$ cat src/rtl/mult_booth_r4.sv
// -----------------------------------------------------------------------------
// mult_booth_r4
// Signed 32x32 radix-4 Booth multiplier. It runs 16 iterations and returns the
// low 32 bits of the product plus a signed-32 overflow flag.
//
// Ports:
//   clk       in   1   rising-edge clock
//   clr_n     in   1   asynchronous active-low reset
//   start     in   1   begin a multiply (honoured in IDLE or DONE only)
//   a         in  32   multiplicand, signed, sampled on the start edge
//   b         in  32   multiplier, signed, sampled on the start edge
//   result    out 32   product[31:0], registered, held until next completion
//   overflow  out  1   product does not fit in signed 32 bits, registered
//   ready     out  1   one-cycle pulse: result/overflow valid
//   busy      out  1   high while iterating
//
// Optional build macro:
//   MULT_EARLY_ZERO_EN - a zero operand sampled in IDLE skips straight to DONE
//                        with result=0 and overflow=0.
// -----------------------------------------------------------------------------
module mult_booth_r4 (
    input  logic        clk,
    input  logic        clr_n,
    input  logic        start,
    input  logic [31:0] a,
    input  logic [31:0] b,
    output logic [31:0] result,
    output logic        overflow,
    output logic        ready,
    output logic        busy
);

    typedef enum logic [1:0] {
        IDLE = 2'd0,
        RUN  = 2'd1,
        DONE = 2'd2
    } state_t;

    state_t        state_r;
    state_t        state_nxt_s;
    logic          load_s;
    logic          early_zero_s;
    logic          cnt_en_s;
    logic          finish_s;
    logic [33:0]   m_r;
    logic [64:0]   p_r;
    logic [3:0]    cnt_r;
    logic [33:0]   sum_s;
    logic [64:0]   p_step_s;
    logic [31:0]   result_r;
    logic          overflow_r;
    logic          ready_r;
    logic          busy_r;

    // Booth digit selection: multiple of M chosen by the overlapping triplet.
    function automatic logic [33:0] booth_addend(input logic [2:0] trip, input logic [33:0] m);
        logic [33:0] m2;
        m2 = {m[32:0], 1'b0};
        case (trip)
            3'b001, 3'b010: booth_addend = m;
            3'b011:         booth_addend = m2;
            3'b100:         booth_addend = ~m2 + 34'd1;
            3'b101, 3'b110: booth_addend = ~m + 34'd1;
            default:        booth_addend = 34'd0;
        endcase
    endfunction

    // Overflow: the upper 33 bits of the 64-bit product must be pure sign.
    function automatic logic prod_overflow(input logic [64:0] p);
        prod_overflow = ~((&p[64:32]) | ~(|p[64:32]));
    endfunction

`ifdef MULT_EARLY_ZERO_EN
    assign early_zero_s = (a == 32'd0) || (b == 32'd0);
`else
    assign early_zero_s = 1'b0;
`endif

    assign cnt_en_s = (state_r == RUN);
    assign finish_s = cnt_en_s && (cnt_r == 4'd15);

    // One Booth iteration: add digit*M into the high half, then shift by two.
    always_comb begin
        sum_s    = {{2{p_r[64]}}, p_r[64:33]} + booth_addend(p_r[2:0], m_r);
        p_step_s = {sum_s, p_r[32:2]};
    end

    // Next-state and load decode.
    always_comb begin
        state_nxt_s = state_r;
        load_s      = 1'b0;
        case (state_r)
            IDLE: begin
                if (start) begin
                    load_s = 1'b1;
                    if (early_zero_s) begin
                        state_nxt_s = DONE;
                    end else begin
                        state_nxt_s = RUN;
                    end
                end else begin
                    state_nxt_s = IDLE;
                end
            end
            RUN: begin
                if (cnt_r == 4'd15) begin
                    state_nxt_s = DONE;
                end else begin
                    state_nxt_s = RUN;
                end
            end
            DONE: begin
                // The zero shortcut is not taken here so that ready can never
                // pulse in two consecutive cycles.
                if (start) begin
                    load_s      = 1'b1;
                    state_nxt_s = RUN;
                end else begin
                    state_nxt_s = IDLE;
                end
            end
            default: begin
                state_nxt_s = IDLE;
            end
        endcase
    end

    // State register and the status outputs derived from the next state.
    always_ff @(posedge clk or negedge clr_n) begin
        if (!clr_n) begin
            state_r <= IDLE;
            busy_r  <= 1'b0;
            ready_r <= 1'b0;
        end else begin
            state_r <= state_nxt_s;
            busy_r  <= (state_nxt_s == RUN);
            ready_r <= (state_nxt_s == DONE);
        end
    end

    // Operand load, iteration datapath and step counter.
    always_ff @(posedge clk or negedge clr_n) begin
        if (!clr_n) begin
            m_r   <= 34'd0;
            p_r   <= 65'd0;
            cnt_r <= 4'd0;
        end else if (load_s) begin
            m_r   <= {{2{a[31]}}, a};
            p_r   <= {32'd0, b, 1'b0};
            cnt_r <= 4'd0;
        end else if (cnt_en_s) begin
            p_r   <= p_step_s;
            cnt_r <= cnt_r + 4'd1;
        end else begin
            p_r   <= p_r;
            cnt_r <= cnt_r;
        end
    end

    // Result capture: taken from the final iteration, or zero on the shortcut.
    always_ff @(posedge clk or negedge clr_n) begin
        if (!clr_n) begin
            result_r   <= 32'd0;
            overflow_r <= 1'b0;
        end else if (finish_s) begin
            result_r   <= p_step_s[32:1];
            overflow_r <= prod_overflow(p_step_s);
        end else if (load_s && (state_nxt_s == DONE)) begin
            result_r   <= 32'd0;
            overflow_r <= 1'b0;
        end else begin
            result_r   <= result_r;
            overflow_r <= overflow_r;
        end
    end

    assign result   = result_r;
    assign overflow = overflow_r;
    assign ready    = ready_r;
    assign busy     = busy_r;

endmodule

$ cat config.mk
export PLATFORM = sky130hd
export DESIGN_NAME = mult_booth_r4
export DESIGN_NICKNAME = d
export VERILOG_FILES = /design/src/rtl/mult_booth_r4.sv
export SDC_FILE = /design/constraint.sdc
export NUM_CORES = 1
export LEC_CHECK = 0
export CORE_AREA = 2 2 144 146
export DETAILED_ROUTE_END_ITERATION = 10
export DIE_AREA = 0 0 146 148
export GPL_TIMING_DRIVEN = 1
export PLACE_DENSITY = 0.72
export SETUP_SLACK_MARGIN = 0.4
export SLEW_MARGIN = 20
export SYNTH_ARGS = -nofsm -noshare
export SYNTH_HDL_FRONTEND = slang
export SYNTH_SLANG_ARGS = --single-unit
export TNS_END_PERCENT = 10
$ cat constraint.sdc
create_clock -name clk -period 5.2 [get_ports clk]
set_input_delay 1.04 -clock clk [delete_from_list [all_inputs] [get_ports clk]]
set_output_delay 1.04 -clock clk [all_outputs]
set_load 0.03 [all_outputs]
# [Word-level counts from Yosys, hierarchy flattened]
# Cells that the tools add are included.
[word_totals] regBits=138 in_bits=67 output_inout_bits=35
[op_classes] add_sub_neg=4 muxes=14 bitwise_logic=5 n_reduce_logical=10 eq_ne=11
[op_table] op="34-bit case mux with 4 select lines" n=1
[op_table] op="65-bit 2-to-1 mux" n=2
[op_table] op="34-bit by 1-bit adder with 34-bit output (second input constant)" n=2
[op_table] op="34-bit inverter" n=2
[op_table] op="32-bit 2-to-1 mux" n=2
[op_table] op="34-bit adder" n=1
[op_table] op="33-bit AND reduction" n=1
[op_table] op="33-bit OR reduction" n=1
[op_table] op="3-bit equality test (second input constant)" n=3
[op_table] op="4-bit 2-to-1 mux" n=2
[op_table] op="3-bit by 2-bit equality test with 1-bit output (second input constant)" n=2
[op_table] op="2-bit OR reduction" n=3
[op_table] op="1-bit 2-to-1 mux" n=5
[op_table] op="4-bit by 1-bit adder with 4-bit output (second input constant)" n=1
[op_table] op="2-bit by 1-bit equality test with 1-bit output (second input constant)" n=2
[op_table] op="2-bit equality test (second input constant)" n=2
[op_table] op="4-bit equality test (second input constant)" n=1
[op_table] op="2-bit case mux with 2 select lines" n=1
[op_table] op="2-bit nonzero test" n=2
[op_table] op="3-bit by 1-bit equality test with 1-bit output (second input constant)" n=1
[op_table] op="1-bit logical AND" n=2
[op_table] op="2-bit zero test" n=1
[op_table] op="2-bit 2-to-1 mux" n=1
[op_table] op="1-bit inverter" n=2
[op_table] op="1-bit bitwise OR" n=1

# [Longest topological paths before layout]
[depth] depth_word=9 depth_mapped=24 ltp_nobuf=23

# [Least setup slack after synthesis]
# OpenSTA, ideal clock, no wires.
[synth_timing] kind="reg-to-reg" startpoint="register m_r[10]" endpoint="register overflow_r (netlist: overflow)" setup_slack_ps=298 setup_time_ps=125 n_path_buf=1 t_required_ps=5075 arrival_time_ps=4777 path_stages_with_launch=22 cell_sequence="dfrtp_1 -> buf_6 -> or3_4 -> and4b_1 -> nand2_2 -> or3_4 -> or3_1 -> nand2_1 -> xnor2_1 -> a221oi_2 -> a31oi_1 -> ha_1 -> and4_1 -> and2_1 -> a22o_1 -> a2111oi_2 -> o211ai_1 -> or3_1 -> nor4_1 -> nand4_1 -> o32ai_1 -> nor2_1"
[synth_between] elab_chain_cells=9 elab_cells_between_ends=12
[synth_lines] item="start, declared" line_no="45" source="logic [33:0] m_r;"
[synth_lines] item="start signal, assigned" line_no="148" source="m_r <= {{2{a[31]}}, a};"
[synth_lines] item="34-bit inverter, on equally long branches" line_no="63, 62"
[synth_lines] item="34-bit by 1-bit adder with 34-bit output, on equally long branches" line_no="63, 62"
[synth_lines] item="34-bit case mux with 4 select lines (*)" line_no="59" source="case (trip)"
[synth_lines] item="34-bit adder (*)" line_no="84" source="sum_s = {{2{p_r[64]}}, p_r[64:33]} + booth_addend(p_r[2:0], m_r);"
[synth_lines] item="33-bit OR reduction" line_no="70" source="prod_overflow = ~((&p[64:32]) | ~(|p[64:32]));"
[synth_lines] item="1-bit inverter" line_no="70"
[synth_lines] item="1-bit bitwise OR (*)" line_no="70"
[synth_lines] item="1-bit inverter (*)" line_no="70"
[synth_lines] item="1-bit 2-to-1 mux (*)" line_no="165" source="end else if (finish_s) begin"
[synth_lines] item="end signal, assigned" line_no="167" source="overflow_r <= prod_overflow(p_step_s);"
[synth_lines] item="end signal, assigned" line_no="173" source="overflow_r <= overflow_r;"
[synth_lines] item="end, declared" line_no="51" source="logic overflow_r;"
# Every way passes the cells marked *; elsewhere a longest branch is shown, timed or not.
# A chain may end at the register's enable or synchronous reset.

# [Worst setup path after layout]
[layout_timing] startpoint="register m_r[1]" endpoint="register overflow_r (netlist: overflow)"
# Same word-level chain as after synthesis.

==> results.md <==
- Path type of the worst setup path: register to register
- Run status: completed
- Post-detailed-placement half-perimeter wirelength: 20,790 µm
- CP Launch Type: register
- Largest fanout of any net on the critical path: 6
- Number of I/O pins: 102
- WHS: 0.4935 ns
- TritonCTS clock tree: done
- Worst reg-to-reg setup slack: 0.18 ns
- Maximum clock frequency: 0.1994 GHz
- Mean number of vias per cell: 6.195
- Final hold violations: 0
- Number of warnings issued by yosys: 0
- Largest stage delay, worst path: 0.43 ns
- Cell Chain, Critical Path: inv_2, ha_4, nor3b_4, and2b_2, nand2_4, or3_4, or3_4, nand2_4, xnor2_4, a221oi_2, a31oi_1, ha_2, nand2_2, nor2_4, o2111ai_2, a21oi_2, buf_4, nor3_1, or3_4, nor4_4, nand4_1, o32ai_2, nor2_1
- RSZ-0062 raised after global routing: yes
- Part of the Yosys area used for sequential elements: 0.3509
- Number of cell rows: 52
- Share of the clock period used by the worst path: 0.9647
- Max-cap check violation count: 0
- Number of flops mapped to enable cells by yosys: 0
- Layout net count: 1,355
- Post-route cell area: 12,500 µm²
- Max_slew headroom: 0.3480
- Number of distinct library cells after synthesis: 79
- Worst min-delay path startpoint: p_r[37]
- Total Negative Setup Slacks: 0 ns
- Post-synthesis instance total: 1,123
- Most used cell, CP: sky130_fd_sc_hd__or3_4
- Routability congestion estimate: 1.031
- Dpl cell area: 11,440 µm²
- Standard cell with the maximum stage delay on the critical path: sky130_fd_sc_hd__ha_2
- Iteration-0 DRC count of the detailed router: 826
- Count of nets left with antenna violations after detail routing: 0
- Global route overflow: 0
- Number of cells on the worst reg-to-reg path: 23
- Pin count of the biggest net entering global routing: 89
- X dimension of the die: 146 µm
- Share of flip-flops with an asynchronous set or reset: 1.000
- Flops & latches, synth: 138
- Effective utilization at floorplan: 0.4911
- End of the worst hold path: p_r[37]
- Total Wirelength: 29,750 µm
- Setup violations, final: 0
- Number of instances on the worst hold path: 2
- Pin slew with the least headroom to its limit: 0.9756 ns
- Global-route wire length before repair: 48,550 µm
- Worst skew pair latency: 0.43 ns
- Final routed wire length divided by cell count: 19.38 µm
- Remaining design rule violation count: 0
- Post-Syn Nets: 1,226
- Die Outline Area: 21,610 µm²
- Core region area: 20,040 µm²
- Synthesized area per cell: 8.764 µm²
- Startpoint of the worst register-to-register path: m_r[1]
- Vias in the first global route: 9,340
- Data arrival time of the critical path: 5.33 ns
- CP Data Required Time: 5.51 ns
- Total number of clock tree sinks: 138
- Final worst clock skew: 0.01141 ns
- Diode insertion count for antenna repair: 0
- Vias: 9,509
- Count of final max-slew check failures: 0
- Layout-stage area growth over the synthesis result: 27.03%
- Destination of the worst register-to-register timing path: overflow
- CTS buffer count: 17
- Clk pin slew, worst setup/hold paths: 0.07 ns
- Path type of the worst min-delay path: register to register
- Root buffer cell: sky130_fd_sc_hd__clkbuf_16
- Overall routing resource usage: 0.2789
- Number of antenna violations at the first check in global routing: 0
- Post-route minimum period: 5.016 ns
- Maximum number of buffers from clock root to sink: 2
- Share of layout cells above drive strength 1: 0.2063
- Die H: 148 µm
- Most instantiated flip-flop cell in the synthesis netlist: sky130_fd_sc_hd__dfrtp_1
- Summed instance area of the synthesized netlist: 9842 µm²
- Worst Setup End Kind: register
- 1st-pass router iterations: 6
- Number of H-tree branching levels: 4
- Total of buffers placed on input and output ports: 101
## worst max-delay path, delay by kind of cell (launching register included)
| kind | cells | cell delay, ns |
|---|---|---|
| buffers and inverters | 2 | 0.27 |
| adders and majority gates | 2 | 0.56 |
| DFF | 1 | 0.42 |
| xor gates and xnor gates | 1 | 0.08 |
| and+or+nand+nor | 13 | 2.54 |
| AOI/OAI and AO/OA | 5 | 1.03 |
## cells in the mapped netlist (3+ instances only)
master / number / area [µm²]
sky130_fd_sc_hd__dfrtp_1: 138 / 3453
sky130_fd_sc_hd__o21ai_0: 105 / 525.5
sky130_fd_sc_hd__a32o_1: 3 / 30.03
sky130_fd_sc_hd__o22ai_1: 12 / 75.07
sky130_fd_sc_hd__ha_1: 35 / 437.9
sky130_fd_sc_hd__and4_1: 8 / 70.07
sky130_fd_sc_hd__a211oi_1: 13 / 97.59
sky130_fd_sc_hd__clkbuf_1: 63 / 236.5
sky130_fd_sc_hd__o221ai_1: 3 / 26.28
sky130_fd_sc_hd__a21boi_0: 11 / 82.58
sky130_fd_sc_hd__nand4b_1: 4 / 35.03
sky130_fd_sc_hd__a31oi_1: 9 / 56.30
sky130_fd_sc_hd__a32oi_1: 7 / 61.31
sky130_fd_sc_hd__nand3_1: 17 / 85.08
sky130_fd_sc_hd__or3_1: 16 / 100.1
sky130_fd_sc_hd__xnor2_1: 33 / 289.0
sky130_fd_sc_hd__xor2_1: 20 / 175.2
sky130_fd_sc_hd__a21o_1: 8 / 60.06
sky130_fd_sc_hd__nor2_1: 55 / 206.5
sky130_fd_sc_hd__o21ai_1: 4 / 20.02
sky130_fd_sc_hd__mux2_2: 64 / 720.7
sky130_fd_sc_hd__nand2b_1: 14 / 87.58
sky130_fd_sc_hd__a22o_1: 21 / 183.9
sky130_fd_sc_hd__a21oi_1: 62 / 310.3
sky130_fd_sc_hd__o211ai_1: 13 / 97.59
sky130_fd_sc_hd__and3_1: 7 / 43.79
sky130_fd_sc_hd__nand2_1: 149 / 559.3
sky130_fd_sc_hd__nor3_1: 21 / 105.1
sky130_fd_sc_hd__or3_4: 3 / 33.78
sky130_fd_sc_hd__a22oi_1: 28 / 210.2
sky130_fd_sc_hd__buf_2: 5 / 25.02
sky130_fd_sc_hd__o31ai_1: 5 / 37.54
sky130_fd_sc_hd__nor3b_1: 5 / 37.54
sky130_fd_sc_hd__a221oi_1: 10 / 87.58
sky130_fd_sc_hd__o32ai_1: 5 / 43.79
sky130_fd_sc_hd__and2_1: 13 / 81.33
sky130_fd_sc_hd__inv_1: 14 / 52.55
sky130_fd_sc_hd__nor4_1: 7 / 43.79
sky130_fd_sc_hd__or2_2: 4 / 25.02
sky130_fd_sc_hd__mux2i_1: 21 / 210.2
sky130_fd_sc_hd__buf_1: 5 / 18.77
sky130_fd_sc_hd__nand4_1: 11 / 68.82
sky130_fd_sc_hd__nor2b_1: 16 / 100.1
sky130_fd_sc_hd__o2111ai_1: 3 / 26.28
sky130_fd_sc_hd__o21a_1: 10 / 75.07
## cell usage in the layout (no fill, tap or decap), types with 5 or more instances in the layout
master and instances:
sky130_fd_sc_hd__nand3_1 17, sky130_fd_sc_hd__and2_1 11, sky130_fd_sc_hd__a21boi_0 10, sky130_fd_sc_hd__o21a_1 10, sky130_fd_sc_hd__a21o_1 8, sky130_fd_sc_hd__nor3_1 20
sky130_fd_sc_hd__and3_1 7, sky130_fd_sc_hd__a221oi_1 8, sky130_fd_sc_hd__nand2b_1 14, sky130_fd_sc_hd__a32oi_1 7, sky130_fd_sc_hd__a22o_1 21, sky130_fd_sc_hd__o21ai_1 15
sky130_fd_sc_hd__nand2_2 5, sky130_fd_sc_hd__buf_4 85, sky130_fd_sc_hd__ha_1 30, sky130_fd_sc_hd__o22ai_1 11, sky130_fd_sc_hd__nor2_1 50, sky130_fd_sc_hd__mux2_2 64
sky130_fd_sc_hd__inv_6 9, sky130_fd_sc_hd__mux2i_1 21, sky130_fd_sc_hd__a22oi_1 28, sky130_fd_sc_hd__or3_4 10, sky130_fd_sc_hd__clkdlybuf4s50_1 100, sky130_fd_sc_hd__a31oi_1 9
sky130_fd_sc_hd__a211oi_1 9, sky130_fd_sc_hd__a21oi_1 59, sky130_fd_sc_hd__or3_1 9, sky130_fd_sc_hd__and4_1 7, sky130_fd_sc_hd__dfrtp_1 137, sky130_fd_sc_hd__inv_1 12
sky130_fd_sc_hd__xor2_1 19, sky130_fd_sc_hd__o31ai_1 5, sky130_fd_sc_hd__clkbuf_16 17, sky130_fd_sc_hd__o21ai_0 93, sky130_fd_sc_hd__xnor2_1 30, sky130_fd_sc_hd__o211ai_1 13
sky130_fd_sc_hd__nand4_1 11, sky130_fd_sc_hd__nand2_1 143, sky130_fd_sc_hd__nor2b_1 14
## worst max-delay path by stage
stage,from,to,slack [ns],depth (start not counted)
4_1_cts,m_r[2],overflow,0.27,20
5_1_grt,m_r[1],overflow,-0.09,23
6_report,m_r[1],overflow,0.18,23
3_3_place_gp,m_r[0],overflow,0.13,22
3_5_place_dp,m_r[0],overflow,-0.03,22
2_1_floorplan,m_r[10],overflow,0.32,21
## stage by stage
| step | utilization | std cells | setup slack [ns] |
|---|---|---|---|
| 6_report | 0.6239 | 1535 | 0.1837 |
| 5_1_grt | 0.6239 | 1535 | -0.08634 |
| 4_1_cts | 0.6123 | 1528 | 0.2686 |
| 3_5_place_dp | 0.5711 | 1487 | -0.03245 |
| 3_3_place_gp | 0.5711 | 1487 | 0.1294 |
| 2_1_floorplan | - | 1123 | 0.3191 |
## metal layers
layer / vias to the layer above / wire [µm] / track usage
met5: - / 0 / 0
li1: 4424 / - / -
met3: 97 / 2502 / 0.07130
met4: 0 / 1504 / 0.1442
met2: 412 / 13560 / 0.4486
met1: 4576 / 12180 / 0.3483
## logic make-up after synthesis
kind of cell,count (synthesis),synth area share
buf+inv,91,0.03636
fa+ha+maj,36,0.04653
simple gates,366,0.1866
mux,85,0.09458
flops,138,0.3509
compound gates,354,0.2379
xor+xnor,53,0.04717
## timing repair
| action | CTS | global route |
|---|---|---|
| hold buffers | 0 | 0 |
| pin swaps | 16 | 28 |
| endpoints found under the setup margin | 3 | 8 |
| buffers inserted | 9 | 7 |
| gates resized for setup | 41 | 42 |
## layout make-up
cell class / count / area, µm²
well taps: 270 / 337.8
inverters: 15 / 56.30
repair buffers: 186 / 1650
clock buffers: 18 / 439.2
multi-input cells: 894 / 6416
clock inverters: 14 / 147.6
flip-flops and latches: 138 / 3455
fillers: 1740 / 7537
## sequential cells by signal (all words and copies together) (netlist names)
register / count
ready: 1
overflow: 1
p_r: 65
result: 32
busy: 1
m_r: 32
state_r: 2
cnt_r: 4
Power is not shown: default switching activity piles up to over one toggle a cycle in this logic, so the estimate is an artifact.
